===== config.mk =====
export PLATFORM = sky130hd
export DESIGN_NAME = taillight_seq_ctrl
export DESIGN_NICKNAME = d
export VERILOG_FILES = /design/src/rtl/taillight_seq_ctrl_pkg.sv /design/src/rtl/taillight_seq_ctrl_step_timer.sv /design/src/rtl/taillight_seq_ctrl.sv
export SDC_FILE = /design/constraint.sdc
export NUM_CORES = 1
export LEC_CHECK = 0
export ABC_AREA = 1
export CELL_PAD_IN_SITES_DETAIL_PLACEMENT = 0
export CELL_PAD_IN_SITES_GLOBAL_PLACEMENT = 1
export CORE_MARGIN = 2
export CORE_UTILIZATION = 40
export CTS_CLUSTER_DIAMETER = 30
export DETAILED_ROUTE_END_ITERATION = 7
export HOLD_SLACK_MARGIN = 0.02
export PLACE_DENSITY_LB_ADDON = 0.2
export SLEW_MARGIN = 20
export SYNTH_ARGS = -nofsm -noshare
export SYNTH_HDL_FRONTEND = slang
export SYNTH_SLANG_ARGS = --single-unit

===== constraint.sdc =====
create_clock -name clk -period 2.2 [get_ports clk]
set_input_delay 0.55 -clock clk [delete_from_list [all_inputs] [get_ports clk]]
set_output_delay 0.55 -clock clk [all_outputs]
set_load 0.02 [all_outputs]

===== src/rtl/taillight_seq_ctrl_pkg.sv =====
// Shared mode codes and the combinational mode decoder for the taillight controller.
// Mode codes are the debug LED encoding, so their numeric values are fixed.
package taillight_seq_ctrl_pkg;

    typedef enum logic [2:0] {
        IDLE      = 3'd0,
        SIG_L     = 3'd1,
        SIG_R     = 3'd2,
        BRK       = 3'd3,
        BRK_SIG_L = 3'd4,
        BRK_SIG_R = 3'd5,
        HZRD      = 3'd6
    } mode_e;

    // Hazard overrides everything; both turn switches together cancel out.
    function automatic mode_e decode_mode(input logic hzrd, input logic brk,
                                          input logic sig_l, input logic sig_r);
        mode_e m;
        m = IDLE;
        if (hzrd) begin
            m = HZRD;
        end else begin
            case ({brk, sig_l, sig_r})
                3'b001:  m = SIG_R;
                3'b010:  m = SIG_L;
                3'b100:  m = BRK;
                3'b101:  m = BRK_SIG_R;
                3'b110:  m = BRK_SIG_L;
                3'b111:  m = BRK;
                default: m = IDLE;
            endcase
        end
        return m;
    endfunction

endpackage


===== src/rtl/taillight_seq_ctrl_step_timer.sv =====
// Step prescaler: pulses tick once every STEP_CYCLES clocks; clear restarts the count.
module step_timer #(
    parameter int STEP_CYCLES = 12_500_000
) (
    input  logic clk,
    input  logic reset_n,
    input  logic clear,
    output logic tick
);

    localparam int CW = (STEP_CYCLES > 1) ? $clog2(STEP_CYCLES) : 1;

    logic [CW-1:0] count;

    assign tick = (count == CW'(STEP_CYCLES - 1));

    // NOTE: sequential state uses non-blocking assignments so every flop samples pre-edge values.
    always_ff @(posedge clk or negedge reset_n) begin
        if (!reset_n) begin
            count <= '0;
        end else if (clear || tick) begin
            count <= '0;
        end else begin
            count <= count + CW'(1);
        end
    end

endmodule


===== src/rtl/taillight_seq_ctrl.sv =====
// Registered taillight controller: synchronised switches, mode register, outward sweep,
// hazard flash and brake hold, with every output driven straight from a flop.
module taillight_seq_ctrl
    import taillight_seq_ctrl_pkg::*;
#(
    parameter int LAMPS       = 3,
    parameter int STEP_CYCLES = 12_500_000
) (
    input  logic             clk,
    input  logic             reset_n,
    input  logic             hzrd_in,
    input  logic             brk_in,
    input  logic             sig_l_in,
    input  logic             sig_r_in,
    output logic [LAMPS-1:0] lamp_l,
    output logic [LAMPS-1:0] lamp_r,
    output logic [2:0]       state
);

    localparam int SW = $clog2(LAMPS + 1);

    logic [3:0]       sync_1, sync_2;
    mode_e            state_q, state_d, mode_next;
    logic [SW-1:0]    step_q, step_d;
    logic             phase_q, phase_d;
    logic [LAMPS-1:0] lamp_l_d, lamp_r_d, sweep;
    logic             bad_state, change, tick;

    always_ff @(posedge clk or negedge reset_n) begin
        if (!reset_n) begin
            sync_1 <= '0;
            sync_2 <= '0;
        end else begin
            sync_1 <= {hzrd_in, brk_in, sig_l_in, sig_r_in};
            sync_2 <= sync_1;
        end
    end

    assign mode_next = decode_mode(sync_2[3], sync_2[2], sync_2[1], sync_2[0]);
    assign bad_state = (state_q == 3'b111);
    assign change    = bad_state || (mode_next != state_q);

    step_timer #(
        .STEP_CYCLES(STEP_CYCLES)
    ) u_step_timer (
        .clk    (clk),
        .reset_n(reset_n),
        .clear  (change),
        .tick   (tick)
    );

    // NOTE: every combinational output gets a default first so no latch is inferred.
    always_comb begin
        state_d  = state_q;
        step_d   = step_q;
        phase_d  = phase_q;
        sweep    = '0;
        lamp_l_d = '0;
        lamp_r_d = '0;

        if (bad_state) begin
            state_d = IDLE;
            step_d  = '0;
            phase_d = 1'b0;
        end else if (change) begin
            state_d = mode_next;
            step_d  = SW'(1);
            phase_d = 1'b1;
        end else if (tick) begin
            step_d  = (step_q == SW'(LAMPS)) ? '0 : step_q + SW'(1);
            phase_d = ~phase_q;
        end

        for (int i = 0; i < LAMPS; i++) begin
            sweep[i] = (i < int'(step_d));
        end

        // Lamps follow the next state so pattern and mode change on the same edge.
        case (state_d)
            SIG_L:     lamp_l_d = sweep;
            SIG_R:     lamp_r_d = sweep;
            BRK: begin
                lamp_l_d = '1;
                lamp_r_d = '1;
            end
            BRK_SIG_L: begin
                lamp_l_d = sweep;
                lamp_r_d = '1;
            end
            BRK_SIG_R: begin
                lamp_l_d = '1;
                lamp_r_d = sweep;
            end
            HZRD: begin
                lamp_l_d = {LAMPS{phase_d}};
                lamp_r_d = {LAMPS{phase_d}};
            end
            default: begin
                lamp_l_d = '0;
                lamp_r_d = '0;
            end
        endcase
    end

    always_ff @(posedge clk or negedge reset_n) begin
        if (!reset_n) begin
            state_q <= IDLE;
            step_q  <= '0;
            phase_q <= 1'b0;
            lamp_l  <= '0;
            lamp_r  <= '0;
        end else begin
            state_q <= state_d;
            step_q  <= step_d;
            phase_q <= phase_d;
            lamp_l  <= lamp_l_d;
            lamp_r  <= lamp_r_d;
        end
    end

    assign state = state_q;

endmodule


=== Word-level counts from Yosys, hierarchy flattened ===
Cells that the tools add are included.

* Register bits after elaboration: 44
* Input bits: 6
* Word-level logic and storage cells: 51
* Output and inout port bits: 9

* Order comparisons: 3
* Bitwise operators: 1
* $add $sub $neg: 2
* Reductions and logical operators: 7
* Multiplexer cells: 14
* Eq/ne operators: 16

{| class="wikitable"
|+ Operator list
! kind !! number
|-
| adder 24 x 1 -> 24 bit, second input constant || 1
|-
| equality test 24 bit, second input constant || 1
|-
| equality test 3 bit, second input constant || 8
|-
| two-way mux 24 bit || 1
|-
| one-hot mux 3 bit (3 select lines) || 2
|-
| one-hot mux 3 bit (5 select lines) || 1
|-
| OR reduction 2 bit || 5
|-
| equality test 3 x 2 -> 1 bit, second input constant || 3
|-
| two-way mux 3 bit || 3
|-
| two-way mux 2 bit || 4
|-
| equality test 3 x 1 -> 1 bit, second input constant || 2
|-
| < comparator 1 x 2 -> 1 bit, first input constant || 2
|-
| two-way mux 1 bit || 3
|-
| inequality test 3 bit || 1
|-
| adder 2 x 1 -> 2 bit, second input constant || 1
|-
| equality test 2 bit, second input constant || 1
|-
| logical OR 1 bit || 2
|-
| < comparator 2 bit, first input constant || 1
|-
| inverter 1 bit || 1
|}

=== Depth between registers and ports, before layout ===
Gate-level depths: netlist of the first run.

* Depth after elaboration: 11
* Gate-level depth with buffers: 13
* Gate-level depth less buffers: 13

=== Modules after synthesis ===
From an unflattened synthesis of the first run, not the netlist that was laid out.

* Cell total of the unflattened synthesis: 312
* Area, all modules: 2443.6 um^2

{| class="wikitable"
|+ Modules (own cells, without submodules)
! module !! area each (um^2) !! seq. area each (um^2) !! instances !! cells each
|-
| step_timer || 1510.2 || 600.6 || 1 || 212
|-
| taillight_seq_ctrl || 933.4 || 500.5 || 1 || 100
|}

=== Worst setup path before layout of the first run ===
No wires, ideal clock.

* Kind: register -> register
* From: reg u_step_timer.count[0]
* To: reg lamp_l[0]
* Stages on the path, launching flop included: 11
* Setup time: 121 ps
* Data required time: 2079 ps
* Path buffers: 0
* Period minus slack after synthesis: 1673 ps
* Slack: 527 ps
* Data arrival time: 1552 ps
* Cell sequence: dfrtp_1 ha_1 nand2_1 nor2_1 inv_2 nor2_4 nand3_4 xor2_1 nand2_1 a21boi_2 nand2_1

* Word-level cells in the longest chain between the ends: 6
* Elaborated cells on any way between the ends: 9
* Classes of those cells: order compare: 1; eq/ne: 1; mux: 7

{| class="wikitable"
|+ Ends and longest elaborated chain
! item !! line !! RTL
|-
| from (decl) || taillight_seq_ctrl_step_timer.sv:13 || <nowiki>logic [CW-1:0] count;</nowiki>
|-
| from (signal assigned) || taillight_seq_ctrl_step_timer.sv:24 || <nowiki>count <= count + CW'(1);</nowiki>
|-
| equality test 24 bit * || taillight_seq_ctrl_step_timer.sv:15 || <nowiki>assign tick = (count == CW'(STEP_CYCLES - 1));</nowiki>
|-
| two-way mux 2 bit || taillight_seq_ctrl.sv:69 || <nowiki>end else if (tick) begin</nowiki>
|-
| two-way mux 2 bit || taillight_seq_ctrl.sv:65 || <nowiki>end else if (change) begin</nowiki>
|-
| two-way mux 2 bit || taillight_seq_ctrl.sv:61 || <nowiki>if (bad_state) begin</nowiki>
|-
| < comparator 1 x 2 -> 1 bit || taillight_seq_ctrl.sv:75 || <nowiki>sweep[i] = (i < int'(step_d));</nowiki>
|-
| one-hot mux 3 bit (3 select lines) * || taillight_seq_ctrl.sv:79 || <nowiki>case (state_d)</nowiki>
|-
| named net lamp_l_d[0] || taillight_seq_ctrl.sv:26 || <nowiki>logic [LAMPS-1:0] lamp_l_d, lamp_r_d, sweep;</nowiki>
|-
| to (signal assigned) || taillight_seq_ctrl.sv:116 || <nowiki>lamp_l <= lamp_l_d;</nowiki>
|-
| to (decl) || taillight_seq_ctrl.sv:15 || <nowiki>output logic [LAMPS-1:0] lamp_l,</nowiki>
|}

The timed path passes the listed nets; every way through them passes the cells marked *.

=== Worst setup path in the final report of the first run ===
* From: reg state_q[0] (netlist: state[0])
* To: out state[0]

{| class="wikitable"
|+ RTL lines
! item !! line !! RTL
|-
| from (decl) || taillight_seq_ctrl.sv:23 || <nowiki>mode_e state_q, state_d, mode_next;</nowiki>
|-
| from (signal assigned) || taillight_seq_ctrl.sv:113 || <nowiki>state_q <= state_d;</nowiki>
|-
| to (decl) || taillight_seq_ctrl.sv:17 || <nowiki>output logic [2:0] state</nowiki>
|}

No word-level cell between the ends.

==> results of run 1 <==
-- cell families after synthesis --
group                    synth area share [%]
flip-flops                               47.8
adder cells (fa/ha/maj)                  1.09
AO/OA/AOI/OAI                            4.57
XOR/XNOR                                 4.57
AND/OR/NAND/NOR                          34.8
buffers and inverters                    7.17
-- through the flow --
stage          instance area, sq um  util (%)
2_1_floorplan                  2300         -
3_3_place_gp                   2520      45.6
5_1_grt                        2650      47.8
6_report                       2650      47.8
3_5_place_dp                   2520      45.6
4_1_cts                        2650      47.8
-- power by group through the flow --
stage                     clock network, W  logic, W  registers (W)
final                             0.000656  0.000217       0.000864
after global routing              0.000715  0.000249       0.000870
after CTS                         0.000685  0.000222       0.000865
after detailed placement                 0  0.000222       0.000881
after global placement                   0  0.000221       0.000880
after floorplan                          0  0.000102       0.000909
-- path summary, 6_finish.rpt --
| path | from | endpoint | slack [ns] | cells past startpoint |
|---|---|---|---|---|
| setup / recovery | state[0] | state[0] | 0.32 | 1 |
| hold / removal | reset_n | u_step_timer.count[11] | 0.22 | 1 |
| setup reg to reg | u_step_timer.count[0] | lamp_l[0] | 0.38 | 10 |
| hold reg to reg | sync_1[0] | sync_2[0] | 0.35 | 0 |
| max in group asynchronous | reset_n | u_step_timer.count[18] | 1.47 | 2 |
| min in group clk | sync_1[0] | sync_2[0] | 0.35 | 0 |
-- metal layers --
metal  track usage, %  vias up  share of wire, %
li1                 -      903                 -
met3             3.39        6               2.7
met2             25.5       21                44
met5                0        -                 0
met1             24.4      814                52
met4             5.08        0               1.4
-- sequential cells by signal (all words and copies together) (netlist names) --
name	flops
sync_1	4
sync_2	4
lamp_r	3
u_step_timer.count	24
lamp_l	3
step_q	2
phase_q	1
state	3
-- cells in the final DEF, fill, tap and decap left out, types with 2 or more instances in the layout --
master	synthesis	final
a21boi_2	2	2
a21oi_1	3	3
a21oi_2	2	2
clkbuf_8	0	6
clkdlybuf4s50_1	0	13
dfrtp_1	44	44
ha_1	2	2
inv_1	27	27
inv_2	11	11
nand2_1	58	58
nand2_2	3	3
nand2_4	2	2
nand3_1	21	21
nand3_2	3	3
nand4_1	7	7
nor2_1	34	34
nor2_2	4	4
nor2_4	2	2
nor3_1	6	6
nor3_2	5	5
nor3b_1	3	3
nor4_1	3	3
o2111ai_1	2	2
xnor2_1	5	5
xor2_1	7	7
-- final cells by class --
type,count,area [sq um]
tap,72,90.1
timing repair buffer,15,155
clock inverter,2,38.8
inverter,38,143
multi-input combinational,184,1040
clock buffer,6,82.6
fill,570,2890
sequential,44,1100
==> flow_metrics.tcl, run 1 <==
set metrics [dict create \
    wl_um 4490 \
    hp-class "input pin to asynchronous set/reset pin" \
    synth_commonest_cells "58 x nand2_1, 44 x dfrtp_1, 34 x nor2_1" \
    cts_made_buffers 5 \
    holdWs_ns 0.225 \
    route.vias.total 1744 \
    hold_violations 0 \
    pre_cts_slack_ns 0.357 \
    die_x_um 79.9 \
    grt_overflow 0 \
    critPathKind "register to output pin" \
    grt_pass1_wl_um 8400 \
    postCtsHoldBufs 0 \
    slowest_stage "clkdlybuf4s50_1" \
    combPwrFrac_pct 12.5 \
    grt_usage_pct 16.9 \
    power_density_nw_per_um2 657 \
    p_total_w 0.00174 \
    post-route-period-util_pct 85.4 \
    power_frac_seq_pct 49.7 \
    slew_headroom_pct 63.7 \
    ant_nets 0 \
    drt-pass1-iter-count 6 \
    post_synth_instance_area_sq_um 2300 \
    drtIter0Drc 84 \
    ys_seq_area_share_pct 47.8 \
    clock.fmax_ghz 0.532 \
    vias_per_cell 4.83 \
    io_buffers 14 \
    dp_hpwl_um 3440 \
    synth_area_leader_cell "dfrtp_1" \
    swShare_pct 25.3 \
    nNetsFinal 296 \
    synthTopCellsByArea "dfrtp_1 48%, nand2_1 9.5%, nor2_1 5.5%" \
    cts_tree "built" \
    ys_ff_latch 44 \
    grt_pass1_vias 1796 \
    n_antenna_cell 0 \
    skew_ns 0.00596 \
    p_leak_nw 1.23 \
    maxCapViolations 0 \
    synth_cells 268 \
    io_pins 15 \
    dp.cells 353 \
    gp_congestion 0.786 \
    initial_core_util_pct 41.6 \
    async_flop_share_pct 100 \
    cts-htree-levels 2 \
    worstMarginPinSlew_ns 0.545 \
    path_clk_slew_ns 0.09 \
    insertion_delay_ns 0.30 \
    vdd_drop_max_mv 0.278 \
    p_clk_share_pct 37.8 \
    synth_top_area_share_pct 47.8 \
    maxSlewViolCount 0 \
    rsz0062_at_grt "false" \
    dominantRegCellSynth "dfrtp_1" \
    max_stage_delay_ns 0.62 \
    critPathLaunchType "register" \
    setup_ws_ns 0.321 \
    synth.distinct_cells 34 \
    tns_ns 0 \
    p_int_w 0.00130 \
    cts_setup_buffers 0 \
    period_needed_ns 1.88 \
    synth.most_common_cell "nand2_1" \
    rows 27 \
    die_h_um 79.9 \
    syn_area_per_cell_sq_um 8.59 \
    ctsResizeCount 0 \
    grt_antenna_before_repair 0 \
    required_ns 1.65 \
    critPathTopFamily "buffers and inverters" \
    grt_max_degree 24 \
    drive_gt1_share_pct 16.3 \
    cts_sinks 44 \
    cp_cell_sequence "clkdlybuf4s50_1" \
    cts_root_buf "clkbuf_8" \
    fin_cells 361 \
    clockBufferDepth 2 \
    remaining_drc_errors 0 \
    yosysWarnings 0 \
    synth_edf_count 0 \
    outcome "completed" \
    path_max_fanout 4 \
    setup_viol_count_final 0 \
    post_drt_wl_per_cell_um 12.4 \
    area_growth_pct 14.9 \
    core_area_sq_um 5540 \
    die_area_sq_um 6380 \
    cp.arrival_ns 1.33 \
    crit_buf_inv 1 \
    end_kind "output pin" \
    syn_nets 276 \
    netSwitchingPower_w 0.000439 \
]
(Power assumes the default switching activity.)
==> run 2: changes to the inputs <==
--- a/config.mk
+++ b/config.mk
@@ -10,6 +10,7 @@
 export CELL_PAD_IN_SITES_GLOBAL_PLACEMENT = 1
 export CORE_MARGIN = 2
 export CORE_UTILIZATION = 40
+export CTS_BUF_LIST = sky130_fd_sc_hd__clkbuf_8
 export CTS_CLUSTER_DIAMETER = 30
 export DETAILED_ROUTE_END_ITERATION = 7
 export HOLD_SLACK_MARGIN = 0.02
==> results of run 2 <==
Same layout as run 1: the final DEF is identical, and so are final timing and power.
